## config.mk

```make
export PLATFORM = sky130hd
export DESIGN_NAME = fp_left_normalizer_flat
export DESIGN_NICKNAME = d
export VERILOG_FILES = /design/src/rtl/fp_left_normalizer_if.sv /design/src/rtl/fp_left_normalizer.sv /design/src/flat_wrapper.sv
export SDC_FILE = /design/constraint.sdc
export NUM_CORES = 1
export LEC_CHECK = 0
export BUFFER_PORTS_ARGS = -buffer_cell sky130_fd_sc_hd__buf_2
export CORE_ASPECT_RATIO = 1.4
export CORE_MARGIN = 5
export CORE_UTILIZATION = 53
export DETAILED_ROUTE_END_ITERATION = 6
export MAX_ROUTING_LAYER = met4
export PLACE_DENSITY_LB_ADDON = 0.08
export SETUP_SLACK_MARGIN = 0.2
export SLEW_MARGIN = 20
export SYNTH_ARGS = -nofsm -noshare
export SYNTH_HDL_FRONTEND = slang
export SYNTH_SLANG_ARGS = --single-unit
```

## constraint.sdc

```tcl
create_clock -name clk -period 2.8 [get_ports clk]
set_clock_uncertainty 0.15 [all_clocks]
set_input_delay 0.28 -clock clk [delete_from_list [all_inputs] [get_ports clk]]
set_output_delay 0.28 -clock clk [all_outputs]
set_load 0.02 [all_outputs]
```

## src/rtl/fp_left_normalizer_if.sv

```systemverilog
// Handshake/result bundle for the left normalizer.
// master drives start/exp_in/mant_in; slave returns status and results.
interface fp_left_normalizer_if #(
  parameter int MANT_W = 24,
  parameter int EXP_W  = 8,
  parameter int CNT_W  = 5
);
  logic              start;
  logic [EXP_W-1:0]  exp_in;
  logic [MANT_W-1:0] mant_in;
  logic              busy;
  logic              done;
  logic [EXP_W-1:0]  exp_out;
  logic [MANT_W-1:0] mant_out;
  logic [CNT_W-1:0]  shift_cnt;
  logic              zero;
  logic              underflow;

  modport master (
    output start, exp_in, mant_in,
    input  busy, done, exp_out, mant_out,
    input  shift_cnt, zero, underflow
  );

  modport slave (
    input  start, exp_in, mant_in,
    output busy, done, exp_out, mant_out,
    output shift_cnt, zero, underflow
  );
endinterface

```

## src/rtl/fp_left_normalizer.sv

```systemverilog
// Sequential left normalizer: one left shift + exp decrement per clock.
// Ports: clk, rst_n (async low), bus (slave): start/exp_in/mant_in in; busy/done/results out.
module fp_left_normalizer #(
  parameter int MANT_W = 24,
  parameter int EXP_W  = 8,
  parameter int CNT_W  = 5
) (
  input  logic                 clk,
  input  logic                 rst_n,
  fp_left_normalizer_if.slave  bus
);

  typedef enum logic [1:0] {
    IDLE,
    SHIFT,
    DONE
  } state_t;

  state_t            state, state_n;
  logic [EXP_W-1:0]  exp_r, exp_n;
  logic [MANT_W-1:0] mant_r, mant_n;
  logic [CNT_W-1:0]  cnt, cnt_n;
  logic [EXP_W-1:0]  exp_o, exp_on;
  logic [MANT_W-1:0] mant_o, mant_on;
  logic              zero_r, zero_n;
  logic              uf_r, uf_n;
  logic              busy_r, busy_n;
  logic              done_r, done_n;

  always_comb begin
    state_n = state;
    exp_n   = exp_r;
    mant_n  = mant_r;
    cnt_n   = cnt;
    exp_on  = exp_o;
    mant_on = mant_o;
    zero_n  = zero_r;
    uf_n    = uf_r;
    unique case (state)
      IDLE: begin
        if (bus.start) begin
          exp_n   = bus.exp_in;
          mant_n  = bus.mant_in;
          cnt_n   = '0;
          zero_n  = 1'b0;
          uf_n    = 1'b0;
          state_n = SHIFT;
        end
      end
      SHIFT: begin
        if (mant_r == '0) begin
          zero_n  = 1'b1;
          exp_on  = '0;
          mant_on = '0;
          state_n = DONE;
        end else if (mant_r[MANT_W-1]) begin
          exp_on  = exp_r;
          mant_on = mant_r;
          state_n = DONE;
        end else if (exp_r <= EXP_W'(1)) begin
          // shifting further would take exp below the normal range
          uf_n    = 1'b1;
          exp_on  = '0;
          mant_on = mant_r;
          state_n = DONE;
        end else begin
          mant_n = mant_r << 1;
          exp_n  = exp_r - EXP_W'(1);
          cnt_n  = cnt + CNT_W'(1);
        end
      end
      DONE: state_n = IDLE;
      default: state_n = IDLE;
    endcase
    busy_n = (state_n != IDLE);
    done_n = (state_n == DONE);
  end

  always_ff @(posedge clk or negedge rst_n) begin
    if (!rst_n) begin
      state  <= IDLE;
      exp_r  <= '0;
      mant_r <= '0;
      cnt    <= '0;
      exp_o  <= '0;
      mant_o <= '0;
      zero_r <= 1'b0;
      uf_r   <= 1'b0;
      busy_r <= 1'b0;
      done_r <= 1'b0;
    end else begin
      state  <= state_n;
      exp_r  <= exp_n;
      mant_r <= mant_n;
      cnt    <= cnt_n;
      exp_o  <= exp_on;
      mant_o <= mant_on;
      zero_r <= zero_n;
      uf_r   <= uf_n;
      busy_r <= busy_n;
      done_r <= done_n;
    end
  end

  assign bus.busy      = busy_r;
  assign bus.done      = done_r;
  assign bus.exp_out   = exp_o;
  assign bus.mant_out  = mant_o;
  assign bus.shift_cnt = cnt;
  assign bus.zero      = zero_r;
  assign bus.underflow = uf_r;

endmodule

```

## src/flat_wrapper.sv

```systemverilog
// flat-port wrapper written by rule: the top's interface ports become plain ports
module fp_left_normalizer_flat 
#(
  parameter int MANT_W = 24,
  parameter int EXP_W  = 8,
  parameter int CNT_W  = 5
)
  (clk, rst_n, bus_start, bus_exp_in, bus_mant_in, bus_busy, bus_done, bus_exp_out, bus_mant_out, bus_shift_cnt, bus_zero, bus_underflow);
  fp_left_normalizer_if #(.MANT_W(MANT_W), .EXP_W(EXP_W), .CNT_W(CNT_W)) bus_i ();
  input  logic clk;
  input  logic rst_n;
  input wire logic [$bits(bus_i.start)-1:0] bus_start;
  input wire logic [$bits(bus_i.exp_in)-1:0] bus_exp_in;
  input wire logic [$bits(bus_i.mant_in)-1:0] bus_mant_in;
  output wire logic [$bits(bus_i.busy)-1:0] bus_busy;
  output wire logic [$bits(bus_i.done)-1:0] bus_done;
  output wire logic [$bits(bus_i.exp_out)-1:0] bus_exp_out;
  output wire logic [$bits(bus_i.mant_out)-1:0] bus_mant_out;
  output wire logic [$bits(bus_i.shift_cnt)-1:0] bus_shift_cnt;
  output wire logic [$bits(bus_i.zero)-1:0] bus_zero;
  output wire logic [$bits(bus_i.underflow)-1:0] bus_underflow;
  assign bus_i.start = bus_start;
  assign bus_i.exp_in = bus_exp_in;
  assign bus_i.mant_in = bus_mant_in;
  assign bus_busy = bus_i.busy;
  assign bus_done = bus_i.done;
  assign bus_exp_out = bus_i.exp_out;
  assign bus_mant_out = bus_i.mant_out;
  assign bus_shift_cnt = bus_i.shift_cnt;
  assign bus_zero = bus_i.zero;
  assign bus_underflow = bus_i.underflow;
  fp_left_normalizer #(.MANT_W(MANT_W), .EXP_W(EXP_W), .CNT_W(CNT_W)) u_core (.clk(clk), .rst_n(rst_n), .bus(bus_i));
endmodule
```

==> out/results.ini <==
[logic_synthesis]
synth_top_cell_by_area = dfrtp_1
yosys-top-cells-area = dfrtp_1 58%, a22o_1 7.6%, a22oi_1 5.1%
syn_avg_cell_area_um2 = 11.2
ys.flop_type = dfrtp_1
ys_seq_area_share_pct = 58.0
synth_most_common_cell = dfrtp_1
ys_ff_latch = 75
postSynth.asyncResetShare_pct = 100
synthDistinctLibCells = 39
synth_top_cells_by_count = 75 x dfrtp_1, 29 x inv_1, 28 x a22o_1, 23 x o21ai_1, 22 x a22oi_1
synth_nets = 326
syn_inst = 288
synth_top_area_share_pct = 58.0
synth_edf_count = 0
netlist_area_mm2 = 0.00323
yosys_warnings = 0

[finish]
final_area_mm2 = 0.00390
diodes = 0
nFillCells = 482
area_delta_synth_final_pct = 20.7
layoutNonFillerInstCount = 440
nNetsFinal = 403
drive_above_1_share_pct = 28.9

[sta]
holdWs_ns = 0.0294
setup_viol = 0
period_minus_slack_ns = 2.49
rsz0062_at_grt = yes
finalSetupTns_ns = 0
fin_crit_sh_pct = 89.0
finalWorstSetupSlack_ns = 0.309
finalHoldViolCount = 0
slew_violations = 0
worstMarginPinSlew_ns = 0.908
max_freq_mhz = 401
maxSlewHeadroom_pct = 39.5

[global_route]
track_usage_pct = 21.4
grt_overflow_total = 0
grt_pass1_wl_mm = 12.8
grt_pass1_vias = 2555
grt_max_degree = 76
antenna_found_initial = 0

[clock_network]
post_cts_buffers = 0
clk_path_buf_depth = 2
clock_latency_ns = 0.34
htreeDepth = 3
cts_tree = done
cts_made_buffers = 9
cts_root_buf = clkbuf_8
clk_pin_slew_ns = 0.08
cts_sinks = 75

[detailed_routing]
firstDrtPassIters = 4
drt.antenna.violating_nets = 0
drc = 0
dr.first_iter.drc_count = 146
finalWirelength_mm = 7.66
post_drt_wl_per_cell_um = 17.4
vias_per_cell = 5.68
num_vias = 2499

[placed_design]
place_ws_ns = 0.284
io_buffers = 75
place_hpwl_mm = 5.30
place_area_mm2 = 0.00367
place_congestion = 0.858
post-place-cells = 422

[worst_setup_path]
arrival_ns = 2.57
start_kind = flip-flop
worstSetupPathType = reg2reg
r2r.worst_path.cells = 6
slowest_stage = or4_4
crit_chain = or4_4 > nor4_2 > nor2_1 > a21o_1 > buf_4 > a22o_1
cp-end-kind = flip-flop
reg2reg_slack_ns = 0.31
crit_required_ns = 2.88
rr_startpoint = u_core.exp_r[6]$_DFFE_PN0P_
r2r-end = u_core.bus.exp_out[4]$_DFFE_PN0P_
critPathMaxStageDelay_ns = 0.57
crit_fanout = 15

[outcome]
status = completed

[flow_run]
maxCapViolCount = 0

[die]
dieArea_mm2 = 0.00779
initial_core_util_pct = 54.8
rows = 33
coreArea_mm2 = 0.00590
die_w_um = 76.0
num_io_pins = 76
die_h_um = 102

[hold_path]
worstHoldPathType = in2reg
holdPathStages = 3
hp-start = bus_mant_in[8]
min_to = u_core.mant_r[8]$_DFFE_PN0P_

[pwr]
ir_drop_mv = 0.690
p_per_area_mw_per_mm2 = 1300
p_leak_uw = 0.00193

==> metal layers <==
metal  vias up  global-route usage [%]  wire length [um]
li1       1187                       -                 -
met1      1225                    26.1              3130
met2        75                    34.9              3960
met3        12                    4.06               428
met4         0                    9.59               143
met5         -                       -                 0
==> cell type report <==
cell class	instances	area, um2	share of cell area [%]
Inverter	30	113	2.89
Sequential cell	75	1880	48.1
Timing Repair Buffer	84	450	11.5
Clock buffer	11	131	3.37
Multi-Input combinational cell	165	1170	29.9
Clock inverter	5	77.6	1.99
Tap cell	70	87.6	2.24
==> timing repair <==
item,in CTS,in global routing
hold buffers,2,0
endpoints found under the setup margin,0,17
resized for setup,0,0
endpoints found under the hold margin,76,0
==> critical path: cells and delay by family, from the launching register on <==
family | cells | cell delay (ns)
flops | 1 | 0.42
simple gates | 3 | 0.99
buf+inv | 1 | 0.26
compound gates | 2 | 0.55
==> logic make-up after synthesis <==
group,Yosys count,share of synthesized area [%]
buffers and inverters,48,6.07
xor gates and xnor gates,5,1.35
muxes,10,4.14
AOI/OAI and AO/OA,99,21.4
adders and majority gates,3,1.16
DFF,75,58.0
and+or+nand+nor,48,7.85
==> metrics by stage <==
stage                     power [uW]  util, %
after floorplan                 3520        -
after detailed placement        4200     62.2
final                           5060     66.1
after CTS                       5090     66.1
after global routing            5420     66.1
after global placement          4140     62.2
==> where the power goes <==
| group | internal, uW | switching, uW | total (uW) |
|---|---|---|---|
| registers | 1580 | 456 | 2030 |
| logic | 915 | 1230 | 2150 |
| clock network | 500 | 381 | 881 |
| total | 2990 | 2070 | 5060 |
==> layout by cell type (no fill, tap or decap), types with 2 or more instances in the layout <==
master         instances
nor4_1                 6
clkbuf_1               2
nor2_1                10
nand4_1                2
clkinv_2               2
bufinv_16              2
a21o_1                 2
clkbuf_8               9
and2_1                 2
o211ai_1               3
buf_2                 74
dlygate4sd3_1          2
o21ai_0               11
xnor2_1                4
a22oi_1               22
nand2_1               12
a22o_1                28
mux2_4                 6
mux2_1                 3
inv_1                 29
o31ai_1                3
buf_4                  8
dfrtp_1               75
nor3b_1                3
nor2b_1                2
o21ai_1               23
ha_1                   3
a31oi_1                2
nand3_1                5
==> worst max-delay path by stage <==
stage                                   from                             endpoint  slack [ns]  depth (start not counted)
2_1_floorplan    u_core.exp_r[4]$_DFFE_PN0P_          u_core.exp_r[2]$_DFFE_PN0P_        0.49                          6
3_3_place_gp   u_core.mant_r[23]$_DFFE_PN0P_    u_core.bus.exp_out[0]$_DFFE_PN0P_        0.28                          6
3_5_place_dp   u_core.mant_r[23]$_DFFE_PN0P_  u_core.bus.mant_out[18]$_DFFE_PN0P_        0.28                          6
4_1_cts        u_core.mant_r[23]$_DFFE_PN0P_  u_core.bus.mant_out[18]$_DFFE_PN0P_        0.28                          6
5_1_grt          u_core.exp_r[6]$_DFFE_PN0P_          u_core.exp_r[0]$_DFFE_PN0P_        0.13                          5
6_report         u_core.exp_r[6]$_DFFE_PN0P_    u_core.bus.exp_out[4]$_DFFE_PN0P_        0.31                          6
==> sequential cells by signal (all words and copies together) (netlist names) <==
| name | count |
|---|---|
| u_core.state | 2 |
| u_core.bus.exp_out | 8 |
| u_core.bus.busy | 1 |
| u_core.mant_r | 24 |
| u_core.bus.shift_cnt | 5 |
| u_core.bus.mant_out | 24 |
| u_core.bus.underflow | 1 |
| u_core.bus.done | 1 |
| u_core.bus.zero | 1 |
| u_core.exp_r | 8 |
Note: power is estimated with default switching activity, not from simulation.
